`src/rtl/pc_gen.sv`:
```
// Fetch-stage program counter: trap/redirect/sequential next-PC selection,
// valid/ready fetch handshake, boot/run/halt control and misaligned-redirect faulting.
module pc_gen #(
    parameter int unsigned           XLEN         = 32,
    parameter logic [XLEN-1:0]       RESET_VECTOR = XLEN'(32'h8000_0000),
    parameter logic [XLEN-1:0]       TRAP_VECTOR  = XLEN'(32'h8000_0100),
    parameter int unsigned           IALIGN_BYTES = 4,
    parameter int unsigned           CNT_W        = 32
) (
    input  logic             CLK,
    input  logic             reset,
    input  logic             stall,
    input  logic             fetch_ready,
    input  logic             redirect_valid,
    input  logic [XLEN-1:0]  redirect_target,
    input  logic             trap_valid,
    input  logic [XLEN-1:0]  trap_target,
    input  logic             halt_req,
    output logic [XLEN-1:0]  PC,
    output logic [XLEN-1:0]  PCPlus4,
    output logic             fetch_valid,
    output logic             halted,
    output logic             misalign_fault,
    output logic [XLEN-1:0]  fault_addr,
    output logic [CNT_W-1:0] fetch_count
);

    localparam logic [XLEN-1:0] ALIGN_MASK = XLEN'(IALIGN_BYTES - 1);
    localparam logic [XLEN-1:0] PC_STEP    = XLEN'(4);

    typedef enum logic [1:0] {
        ST_BOOT   = 2'd0,
        ST_RUN    = 2'd1,
        ST_HALTED = 2'd2
    } state_e;

    state_e           state_q, state_d;
    logic [XLEN-1:0]  pc_q, pc_d;
    logic [XLEN-1:0]  fault_addr_q, fault_addr_d;
    logic             misalign_q, misalign_d;
    logic [CNT_W-1:0] cnt_q, cnt_d;
    logic             accept;
    logic             redirect_misaligned;

    assign fetch_valid         = (state_q == ST_RUN);
    assign halted              = (state_q == ST_HALTED);
    assign accept              = fetch_valid & fetch_ready & ~stall;
    assign redirect_misaligned = ((redirect_target & ALIGN_MASK) != '0);

    // Next-state and next-PC selection; BOOT holds the PC for its single cycle.
    always_comb begin
        state_d      = state_q;
        pc_d         = pc_q;
        fault_addr_d = fault_addr_q;
        misalign_d   = 1'b0;
        cnt_d        = cnt_q;

        if (state_q != ST_BOOT) begin
            if (trap_valid) begin
                pc_d = trap_target;
            end else if (redirect_valid) begin
                if (redirect_misaligned) begin
                    pc_d         = TRAP_VECTOR;
                    misalign_d   = 1'b1;
                    fault_addr_d = redirect_target;
                end else begin
                    pc_d = redirect_target;
                end
            end else if (accept) begin
                pc_d  = pc_q + PC_STEP;
                cnt_d = cnt_q + CNT_W'(1);
            end
        end

        // Every state leaves toward HALTED or RUN purely on the halt level.
        state_d = halt_req ? ST_HALTED : ST_RUN;
    end

    always_ff @(posedge CLK) begin
        if (reset) begin
            state_q      <= ST_BOOT;
            pc_q         <= RESET_VECTOR;
            fault_addr_q <= '0;
            misalign_q   <= 1'b0;
            cnt_q        <= '0;
        end else begin
            state_q      <= state_d;
            pc_q         <= pc_d;
            fault_addr_q <= fault_addr_d;
            misalign_q   <= misalign_d;
            cnt_q        <= cnt_d;
        end
    end

    assign PC             = pc_q;
    assign PCPlus4        = pc_q + PC_STEP;
    assign misalign_fault = misalign_q;
    assign fault_addr     = fault_addr_q;
    assign fetch_count    = cnt_q;

endmodule

```
`config.mk`:
```
export PLATFORM = sky130hd
export DESIGN_NAME = pc_gen
export DESIGN_NICKNAME = d
export VERILOG_FILES = /design/src/rtl/pc_gen.sv
export SDC_FILE = /design/constraint.sdc
export NUM_CORES = 1
export LEC_CHECK = 0
export CORE_AREA = 4 4 114 116
export CTS_BUF_LIST = sky130_fd_sc_hd__clkbuf_8
export CTS_CLUSTER_DIAMETER = 40
export DETAILED_ROUTE_END_ITERATION = 7
export DIE_AREA = 0 0 118 120
export GPL_TIMING_DRIVEN = 0
export PLACE_DENSITY = 0.87
export REMOVE_ABC_BUFFERS = 1
export SETUP_SLACK_MARGIN = 0.02
export SLEW_MARGIN = 20
export SYNTH_ARGS = -nofsm -noshare
export SYNTH_HDL_FRONTEND = slang
export SYNTH_SLANG_ARGS = --single-unit
```
`constraint.sdc`:
```
create_clock -name CLK -period 4.5 [get_ports CLK]
set_input_delay 0.45 -clock CLK [delete_from_list [all_inputs] [get_ports CLK]]
set_output_delay 0.45 -clock CLK [all_outputs]
set_load 0.02 [all_outputs]
```
==> flow_metrics.env <==
export IMPL_status="finished clean"
export IMPL_rrSetupSlack_ns=1.95
export IMPL_clk_path_buf_depth=2
export IMPL_placed_cell_area_um2=7463
export IMPL_syn_area_um2=5404
export IMPL_grt_pass1_wl_mm=27.95
export IMPL_drive_above_1_share=0.05146
export IMPL_synth_ff_type="dfxtp_1"
export IMPL_ios=202
export IMPL_arrival_ns=3.14
export IMPL_synth_edf_count=0
export IMPL_r2r_end="PC[20]"
export IMPL_io_buffers=201
export IMPL_grt_max_degree=67
export IMPL_grt_antenna_before_repair=0
export IMPL_slew_violations=0
export IMPL_cts_tree="done"
export IMPL_synth_warnings=0
export IMPL_crit_chain="nand3_1, or4_4, or4_4, xnor2_1, clkdlybuf4s50_1"
export IMPL_end_kind="output pin"
export IMPL_wl_per_cell_um=17.68
export IMPL_diodes=0
export IMPL_slew_headroom=0.3038
export IMPL_htreeDepth=3
export IMPL_vias=5744
export IMPL_finalInstanceArea_um2=7624
export IMPL_cts_buffers=9
export IMPL_place_congestion=0.8726
export IMPL_final_hold_violation_count=0
export IMPL_clk_latency_ns=0.37
export IMPL_path_common_cell="or4_4"
export IMPL_dr_pass1_iters=5
export IMPL_hp_class="reg2reg"
export IMPL_die_h_um=120
export IMPL_drt_iter0_drc=541
export IMPL_grt_util_met3=0.04571
export IMPL_cts_hold_fix_buffers=0
export IMPL_hpwl_mm=13.08
export IMPL_max_cap_viol_count=0
export IMPL_peakVddDrop_v=0.0001625
export IMPL_power_share_clock=0.274
export IMPL_clk_pin_slew_worst_paths_ns=0.09
export IMPL_core_area_um2=11910
export IMPL_period_share=0.7973
export IMPL_p_leak_nw=2.558
export IMPL_cellPowerDensity_nw_per_um2=245.2
export IMPL_multiInputGateArea_um2=3137
export IMPL_dieWidth_um=118
export IMPL_fin_ws_ns=0.9123
export IMPL_reg2reg_depth=6
export IMPL_grt_use_met1=0.3136
export IMPL_use_met2=0.3985
export IMPL_critPathLaunchType="flip-flop"
export IMPL_ys_types=66
export IMPL_ant_nets=0
export IMPL_grt_usage=0.2419
export IMPL_rsz0062_at_grt="no"
export IMPL_timing_hold_ws_ns=0.4564
export IMPL_worstPathRequired_ns=4.05
export IMPL_fin_nets=924
export IMPL_drc=0
export IMPL_syn2layout_area_growth_pct=41.07
export IMPL_hold_end="fault_addr[3]"
export IMPL_dieArea_um2=14160
export IMPL_worst_pin_slew_ns=1.043
export IMPL_synth_async_sr_flop_share=0
export IMPL_power_frac_seq=0.509
export IMPL_row_count=40
export IMPL_critPathMaxFanout=7
export IMPL_criticalPathCategory="reg2out"
export IMPL_cts_resized=0
export IMPL_dp_slack_ns=1.068
export IMPL_swShare=0.2992
export IMPL_clockRootBuffer="clkbuf_8"
export IMPL_fill_cells=1052
export IMPL_grt_pass1_vias=5339
export IMPL_viasPerCell=5.733
export IMPL_gr_total_overflow=0
export IMPL_drt_wl_total_mm=17.71
export IMPL_p_sw_mw=0.5592
export IMPL_setup_violations=0
export IMPL_max_clock_freq_mhz=278.7
export IMPL_synth_seq_area_share=0.3668
export IMPL_grt_busiest_layer="met2"
export IMPL_initial_utilization=0.4537
export IMPL_hp_start="fault_addr[3]"
export IMPL_seqCellArea_um2=1982
export IMPL_postCtsSetupBuffers=0
export IMPL_p_int_mw=1.310
export IMPL_ys_seq_elements=99
export IMPL_combinationalPowerShare=0.217
export IMPL_skew_ns=0.006603
export IMPL_fin_crit_ns=3.588
export IMPL_postSynthAreaPerCell_um2=7.855
export IMPL_slowest_delay_ns=0.65
export IMPL_numClockSinks=99
export IMPL_worstReg2RegStart="PC[2]"
export IMPL_syn_inst=688
export IMPL_slowest_stage="clkdlybuf4s50_1"
export IMPL_hold_depth=2
## cell families (layout without fill, tap and decap cells)
logic type,after synthesis,in the layout,share of synthesized area
and+or+nand+nor,320,320,0.3008
AOI/OAI and AO/OA,139,139,0.1790
DFF,99,99,0.3668
buffers and inverters,72,239,0.05742
xor gates and xnor gates,54,54,0.08752
adders and majority gates,2,2,0.004630
muxes,2,2,0.003936
## worst max-delay path by stage
| stage | startpoint | end | cells after the start |
|---|---|---|---|
| floorplan | trap_valid | fault_addr[0] | 5 |
| global placement | trap_valid | fault_addr[17] | 6 |
| detailed placement | redirect_valid | fetch_count[31] | 6 |
| CTS | PC[2] | PCPlus4[20] | 6 |
| global route | PC[11] | PCPlus4[21] | 5 |
| finish | PC[17] | PCPlus4[30] | 5 |
## cell usage in the layout (no fill, tap or decap), types with 4 or more instances in the layout
master / netlist / routed
a21oi_1: 49 / 49
clkdlybuf4s50_1: 0 / 199
nor3_1: 27 / 26
a32o_1: 7 / 7
xnor2_1: 37 / 37
a31o_2: 4 / 4
inv_1: 17 / 19
xor2_1: 17 / 17
a31oi_1: 6 / 6
nand3_1: 35 / 35
a221o_1: 9 / 9
or3_1: 5 / 4
and3_1: 11 / 11
and2_1: 7 / 7
clkbuf_8: 0 / 10
dfxtp_1: 99 / 99
and4_1: 8 / 8
nor2b_1: 4 / 4
o211ai_1: 8 / 8
nand2_1: 98 / 98
nor4_1: 11 / 11
a221oi_1: 7 / 7
o21a_1: 5 / 5
nor2_1: 71 / 71
or4_1: 4 / 4
o21ai_0: 13 / 13
nand4_1: 15 / 15
## registers in the layout (all words and copies together), names as in the netlist
register	cells
PC	32
fault_addr	32
fetch_count	32
state_q	2
misalign_fault	1
## metrics by stage
stage / instances / TNS (ns) / util / power (mW)
floorplan: 633 / 0 / - / 1.137
global placement: 981 / -90.53 / 0.6173 / 1.362
global route: 1002 / 0 / 0.6400 / 1.946
detailed placement: 987 / 0 / 0.6266 / 1.376
finish: 1002 / 0 / 0.6400 / 1.869
CTS: 1002 / 0 / 0.6400 / 1.880
## routing by layer
layer  vias to the layer above  routed length [um]
li1                       2787                   -
met5                         -                   0
met3                        32                1233
met2                       235                8368
met4                         0                 452
met1                      2690                7660
## cell type report
class	count	area share
clock buffer	10	0.01805
inverter	17	0.008370
timing repair buffer	207	0.2751
tap	147	0.02413
multi-input combinational	517	0.4115
clock inverter	5	0.002954
sequential	99	0.2600
## worst max-delay path: cells and delay by family, from the launching register on
kind,cells,cell delay [ns]
DFF,1,0.51
and+or+nand+nor,3,1.44
xor gates and xnor gates,1,0.17
buffers and inverters,1,0.65
## synthesized netlist by cell type, types with 4 or more instances
| cell | n | area, um2 |
|---|---|---|
| inv_1 | 17 | 63.81 |
| a31oi_1 | 6 | 37.54 |
| a221oi_1 | 7 | 61.31 |
| and3_1 | 11 | 68.82 |
| o211ai_1 | 8 | 60.06 |
| nor4_1 | 11 | 68.82 |
| a32o_1 | 7 | 70.07 |
| and4_1 | 8 | 70.07 |
| or3_1 | 5 | 31.28 |
| nor2_1 | 71 | 266.5 |
| a221o_1 | 9 | 90.09 |
| buf_2 | 4 | 20.02 |
| nor2b_1 | 4 | 25.02 |
| nand3_1 | 35 | 175.2 |
| xor2_1 | 17 | 148.9 |
| buf_4 | 5 | 37.54 |
| nand4_1 | 15 | 93.84 |
| dfxtp_1 | 99 | 1982 |
| o21ai_0 | 13 | 65.06 |
| or4_1 | 4 | 30.03 |
| a31o_2 | 4 | 35.03 |
| nand2_1 | 98 | 367.9 |
| and2_1 | 7 | 43.79 |
| clkbuf_1 | 42 | 157.7 |
| o21a_1 | 5 | 37.54 |
| xnor2_1 | 37 | 324.1 |
| a21oi_1 | 49 | 245.2 |
| nor3_1 | 27 | 135.1 |
## power by group through the flow
| stage | registers [mW] | logic, mW | clock network [mW] |
|---|---|---|---|
| 6_report | 0.952 | 0.405 | 0.512 |
| 3_3_place_gp | 0.970 | 0.392 | 0 |
| 4_1_cts | 0.951 | 0.405 | 0.523 |
| 5_1_grt | 0.958 | 0.431 | 0.557 |
| 2_1_floorplan | 0.997 | 0.140 | 0 |
| 3_5_place_dp | 0.971 | 0.404 | 0 |
No activity file was read; power rests on OpenSTA's default activity.
